<file path="config.mk">
export PLATFORM = sky130hd
export DESIGN_NAME = mod_updown_counter_flat
export DESIGN_NICKNAME = d
export VERILOG_FILES = /design/src/rtl/mod_updown_counter_if.sv /design/src/rtl/mod_updown_counter.sv /design/src/flat_wrapper.sv
export SDC_FILE = /design/constraint.sdc
export NUM_CORES = 1
export LEC_CHECK = 0
export CORE_MARGIN = 5
export CORE_UTILIZATION = 44
export DETAILED_ROUTE_END_ITERATION = 8
export PLACE_DENSITY = 0.76
export SETUP_SLACK_MARGIN = 0.05
export SYNTH_ARGS = -nofsm -noshare
export SYNTH_HDL_FRONTEND = slang
export SYNTH_SLANG_ARGS = --single-unit
</file>
<file path="constraint.sdc">
create_clock -name clock -period 5 [get_ports clock]
set_input_delay 1 -clock clock [delete_from_list [all_inputs] [get_ports clock]]
set_output_delay 1 -clock clock [all_outputs]
set_load 0.01 [all_outputs]
</file>
<file path="src/rtl/mod_updown_counter_if.sv">
// -----------------------------------------------------------------------------
// mod_updown_counter_if
//   Groups the control inputs and status outputs of mod_updown_counter.
//   master : drives the controls and observes the status (testbench or parent).
//   slave  : the counter side.
//   Signals:
//     enable, up, sat_mode, load, load_value[WIDTH], clear_flag  (master -> slave)
//     count[WIDTH], tc, wrapped, at_max, at_min                  (slave -> master)
// -----------------------------------------------------------------------------
interface mod_updown_counter_if #(
    parameter int WIDTH = 8
);
    logic             enable;
    logic             up;
    logic             sat_mode;
    logic             load;
    logic [WIDTH-1:0] load_value;
    logic             clear_flag;
    logic [WIDTH-1:0] count;
    logic             tc;
    logic             wrapped;
    logic             at_max;
    logic             at_min;

    modport master (
        output enable, up, sat_mode, load, load_value, clear_flag,
        input  count, tc, wrapped, at_max, at_min
    );

    modport slave (
        input  enable, up, sat_mode, load, load_value, clear_flag,
        output count, tc, wrapped, at_max, at_min
    );
endinterface

</file>
<file path="src/rtl/mod_updown_counter.sv">
// -----------------------------------------------------------------------------
// mod_updown_counter
//   Modulo-MODULUS up/down counter with an internal divide-by-DIV prescaler,
//   wrap or saturate behaviour at the boundaries, a terminal-count pulse and a
//   sticky wrapped flag.
//   Ports:
//     clock   : rising-edge clock for all state
//     resetn  : synchronous, active-low reset
//     bus     : mod_updown_counter_if.slave (controls in, status out)
//   Parameters:
//     WIDTH   : count width in bits
//     MODULUS : count range 0..MODULUS-1 (2..2**WIDTH)
//     DIV     : enabled cycles per count step (1..65535)
// -----------------------------------------------------------------------------
module mod_updown_counter #(
    parameter int WIDTH   = 8,
    parameter int MODULUS = 256,
    parameter int DIV     = 1
) (
    input  logic                  clock,
    input  logic                  resetn,
    mod_updown_counter_if.slave   bus
);
    localparam int               PW        = (DIV > 1) ? $clog2(DIV) : 1;
    localparam logic [WIDTH-1:0] MAX_COUNT = WIDTH'(MODULUS - 1);
    localparam logic [PW-1:0]    PRE_LAST  = PW'(DIV - 1);

    logic [PW-1:0]    prescale;
    logic [WIDTH-1:0] count_q;
    logic             tc_q;
    logic             wrapped_q;

    logic             pre_done;
    logic             at_boundary;
    logic             wraps;
    logic [WIDTH-1:0] step_count;
    logic [WIDTH-1:0] load_clamped;

    // NOTE: every always_comb output gets a default first so no path leaves it
    // unassigned; otherwise synthesis infers a latch.
    always_comb begin
        pre_done     = (prescale == PRE_LAST);
        at_boundary  = bus.up ? (count_q == MAX_COUNT) : (count_q == '0);
        wraps        = at_boundary && !bus.sat_mode;
        step_count   = count_q;
        load_clamped = (bus.load_value > MAX_COUNT) ? MAX_COUNT : bus.load_value;
        if (at_boundary) begin
            // Saturating mode leaves step_count at count_q.
            if (!bus.sat_mode) step_count = bus.up ? '0 : MAX_COUNT;
        end else begin
            step_count = bus.up ? count_q + WIDTH'(1) : count_q - WIDTH'(1);
        end
    end

    // NOTE: sequential state uses non-blocking assignments so every register
    // samples the pre-edge values regardless of statement order.
    always_ff @(posedge clock) begin
        if (!resetn) begin
            count_q   <= '0;
            prescale  <= '0;
            tc_q      <= 1'b0;
            wrapped_q <= 1'b0;
        end else if (bus.load) begin
            count_q  <= load_clamped;
            prescale <= '0;
            tc_q     <= 1'b0;
            if (bus.clear_flag) wrapped_q <= 1'b0;
        end else if (bus.enable) begin
            prescale <= pre_done ? '0 : prescale + PW'(1);
            if (pre_done) begin
                count_q <= step_count;
                // tc marks any step attempted at the boundary, wrapped or held.
                tc_q    <= at_boundary;
            end else begin
                tc_q <= 1'b0;
            end
            // A wrap on this edge wins over a simultaneous clear.
            if (pre_done && wraps) wrapped_q <= 1'b1;
            else if (bus.clear_flag) wrapped_q <= 1'b0;
        end else begin
            tc_q <= 1'b0;
            if (bus.clear_flag) wrapped_q <= 1'b0;
        end
    end

    assign bus.count   = count_q;
    assign bus.tc      = tc_q;
    assign bus.wrapped = wrapped_q;
    assign bus.at_max  = (count_q == MAX_COUNT);
    assign bus.at_min  = (count_q == '0);

endmodule

</file>
<file path="src/flat_wrapper.sv">
// flat-port wrapper written by rule: the top's interface ports become plain ports
module mod_updown_counter_flat 
#(
    parameter int WIDTH   = 8,
    parameter int MODULUS = 256,
    parameter int DIV     = 1
)
  (clock, resetn, bus_enable, bus_up, bus_sat_mode, bus_load, bus_load_value, bus_clear_flag, bus_count, bus_tc, bus_wrapped, bus_at_max, bus_at_min);
  mod_updown_counter_if #(.WIDTH(WIDTH)) bus_i ();
  input  logic clock;
  input  logic resetn;
  input wire logic [$bits(bus_i.enable)-1:0] bus_enable;
  input wire logic [$bits(bus_i.up)-1:0] bus_up;
  input wire logic [$bits(bus_i.sat_mode)-1:0] bus_sat_mode;
  input wire logic [$bits(bus_i.load)-1:0] bus_load;
  input wire logic [$bits(bus_i.load_value)-1:0] bus_load_value;
  input wire logic [$bits(bus_i.clear_flag)-1:0] bus_clear_flag;
  output wire logic [$bits(bus_i.count)-1:0] bus_count;
  output wire logic [$bits(bus_i.tc)-1:0] bus_tc;
  output wire logic [$bits(bus_i.wrapped)-1:0] bus_wrapped;
  output wire logic [$bits(bus_i.at_max)-1:0] bus_at_max;
  output wire logic [$bits(bus_i.at_min)-1:0] bus_at_min;
  assign bus_i.enable = bus_enable;
  assign bus_i.up = bus_up;
  assign bus_i.sat_mode = bus_sat_mode;
  assign bus_i.load = bus_load;
  assign bus_i.load_value = bus_load_value;
  assign bus_i.clear_flag = bus_clear_flag;
  assign bus_count = bus_i.count;
  assign bus_tc = bus_i.tc;
  assign bus_wrapped = bus_i.wrapped;
  assign bus_at_max = bus_i.at_max;
  assign bus_at_min = bus_i.at_min;
  mod_updown_counter #(.WIDTH(WIDTH), .MODULUS(MODULUS), .DIV(DIV)) u_core (.clock(clock), .resetn(resetn), .bus(bus_i));
endmodule
</file>
==> results.txt <==
pre-CTS WS: 1.54 ns
Die Ht: 54.9 um
Setup TNS Final: 0 ns
Via-to-Cell Ratio: 5.92
htree depth: 1
synthesized area: 886 um^2
Stages on worst setup path: 8
P&R area growth vs syn: 36.4%
dpl hpwl: 2060 um
Post-CTS Setup Bufs: 0
# rows: 16
leakage power: 0.469 nW
Crit Path Max Fanout: 11
Startpoint Class: input pin
Clock Pin Slew Worst Setup and Hold Paths: 0.07 ns
DRC violations left: 0
Max stage delay cell, worst path: clkdlybuf4s50_1
EDFF count, synth: 0
routing usage on met3: 5.45%
via count: 977
number of global-route vias before repair: 967
root buffer cell: clkbuf_4
skew final: 0.00482 ns
maximum number of pins on one net before global-route repair: 14
most frequent cells in the layout: clkdlybuf4s50_1 (26), o21ai_0 (13), dfxtp_1 (10)
met2 Use GR: 32.5%
I/O pin total: 27
nets: 161
number of CTS-inserted buffers: 3
syn nets: 132
crit end category: flop
Critical Path AT: 3.34 ns
worst reg-to-reg path cell count: 6
GRT Util Overall: 20.5%
WL/cell: 15.9 um
FFs w/ async S/R, synth: 0%
Cell Pwr Density: 241 mW/mm^2
clk sinks: 10
final instance area: 0.00121 mm^2
Hold WC Path Type: reg2reg
CP max stage delay: 0.60 ns
Die ar.: 0.00301 mm^2
maximum VDD drop: 0.164 mV
ys flop type: dfxtp_1
Max-slew headroom: 39.6%
reg-to-reg startpoint: u_core.bus.count[1]
crit path launch: bus_up
buffers and inverters on the worst path: 2
CP required: 5.10 ns
M1 GR Usage: 27.8%
grt ovf: 0
sequential fraction of the synthesis area: 22.6%
Setup CP Type: in2reg
Placed Area: 0.00117 mm^2
status: complete, no violations
worst flop-to-flop path endpoint: u_core.bus.count[5]
Synth area leader: dfxtp_1
Hold-fix buffers, CTS: 0
Setup-failing EPs final: 0
Slew @ Worst Pin: 0.904 ns
yosys warns: 0
Worst R2R Setup Slack: 2.89 ns
fin crit period: 3.24 ns
# diodes: 0
Post-DRT Antenna Nets: 0
#FFs+latches synth: 10
Max Cap Viol: 0
critical path endpoint: u_core.bus.count[5]
global route hottest layer: met2
Power Total: 0.292 mW
Synth cell types: 37
Initial Utilization: 45.6%
Die X: 54.9 um
core box area: 0.00194 mm^2
drt first pass iters: 4
top cells by area, synth: dfxtp_1 (23%), ha_1 (8.5%), o21ai_0 (7.3%)
first-pass GRT wire length: 4430 um
cell count after synthesis: 110
most common cell after layout, fill and taps aside: clkdlybuf4s50_1
Port Buffer Count: 26
DRT iter0 DRCs: 35
final hold viol count: 0
crit share post-route: 64.8%
RSZ-0062 raised after global routing: no
CTS tree: built
post-route setup slack: 1.76 ns
delay-heaviest family, CP: compound AO/OA/AOI/OAI gates
Clock Latency Late Sink: 0.27 ns
Yosys top cell area share: 22.6%
fmax: 309 MHz
layout cells sized above 1: 7.97%
max-slew violations: 0
cell chain of the critical path: clkdlybuf4s50_1, inv_1, ha_1, a211oi_1, o21bai_1, a21oi_1, mux2i_1, a221oi_1
final WL: 2630 um
maximum clock insertion buffer count: 2
synthesized area per cell: 8.05 um^2
post-CTS resize count: 0
initial antenna violation count: 0
RePlAce Congestion: 0.845
logic make-up (layout without fill, tap and decap cells):
| kind of cell | Yosys count | count (layout) | share of synthesized area, % |
|---|---|---|---|
| compound gates | 48 | 48 | 40.1 |
| flops | 10 | 10 | 22.6 |
| xor+xnor | 1 | 1 | 0.989 |
| simple gates | 31 | 31 | 18.6 |
| buf+inv | 11 | 39 | 4.66 |
| mux | 2 | 2 | 2.26 |
| fa+ha+maj | 7 | 7 | 10.7 |
worst reg2reg max path, cell delays in order (launching register included):
cell and delay (ns):
dfxtp_1 0.48, ha_1 0.30, a211oi_1 0.46, o21bai_1 0.13
a21oi_1 0.21, mux2i_1 0.25, a221oi_1 0.10
cell usage after synthesis, drive strengths merged, types with 2 or more instances:
cell type,number
o21ai,13
dfxtp,10
inv,9
nor2,9
a21oi,7
nand2,7
a211oi,6
ha,6
a221oi,4
nor3,3
o211ai,3
a2111oi,2
a21o,2
and2,2
mux2i,2
nand3,2
nand4,2
o21a,2
o21bai,2
or3,2
or4,2
state kept, by name, indices dropped and copies added (netlist names):
| register | cells |
|---|---|
| u_core.bus.count | 8 |
| u_core.bus.tc | 1 |
| u_core.bus.wrapped | 1 |
per-layer routing:
metal	wire (um)	vias up
li1	-	482
met1	1250	463
met2	1200	30
met3	167	2
met4	10	0
met5	0	-
worst min-delay path by stage:
stage / start / cells after the start / end
final: u_core.bus.wrapped / 2 / u_core.bus.wrapped
after global routing: u_core.bus.wrapped / 2 / u_core.bus.wrapped
after CTS: u_core.bus.wrapped / 2 / u_core.bus.wrapped
after detailed placement: u_core.bus.wrapped / 2 / u_core.bus.wrapped
after global placement: u_core.bus.wrapped / 2 / u_core.bus.wrapped
after floorplan: u_core.bus.wrapped / 2 / u_core.bus.wrapped
final cells by class:
class                           instances  area, um^2
Clock buffer                            4        36.3
Tap cell                               27        33.8
Inverter                                9        33.8
Sequential cell                        10         200
Multi-Input combinational cell         89         644
Fill cell                             186         733
Timing Repair Buffer                   26         260
where the power goes:
part           leakage (nW)  internal (mW)  switching, mW
clock network        0.0210         0.0443         0.0304
logic                 0.365         0.0592         0.0584
registers            0.0829         0.0867         0.0129
total                 0.469          0.190          0.102
stage by stage:
| step | hold WS [ns] | util (%) | instances |
|---|---|---|---|
| 3_3_place_gp | 0.471 | 60.4 | 161 |
| 2_1_floorplan | 0.504 | - | 110 |
| 4_1_cts | 0.494 | 62.2 | 165 |
| 3_5_place_dp | 0.484 | 60.4 | 161 |
| 6_report | 0.488 | 62.2 | 165 |
| 5_1_grt | 0.536 | 62.2 | 165 |
Power figures use the tool's default switching activity.
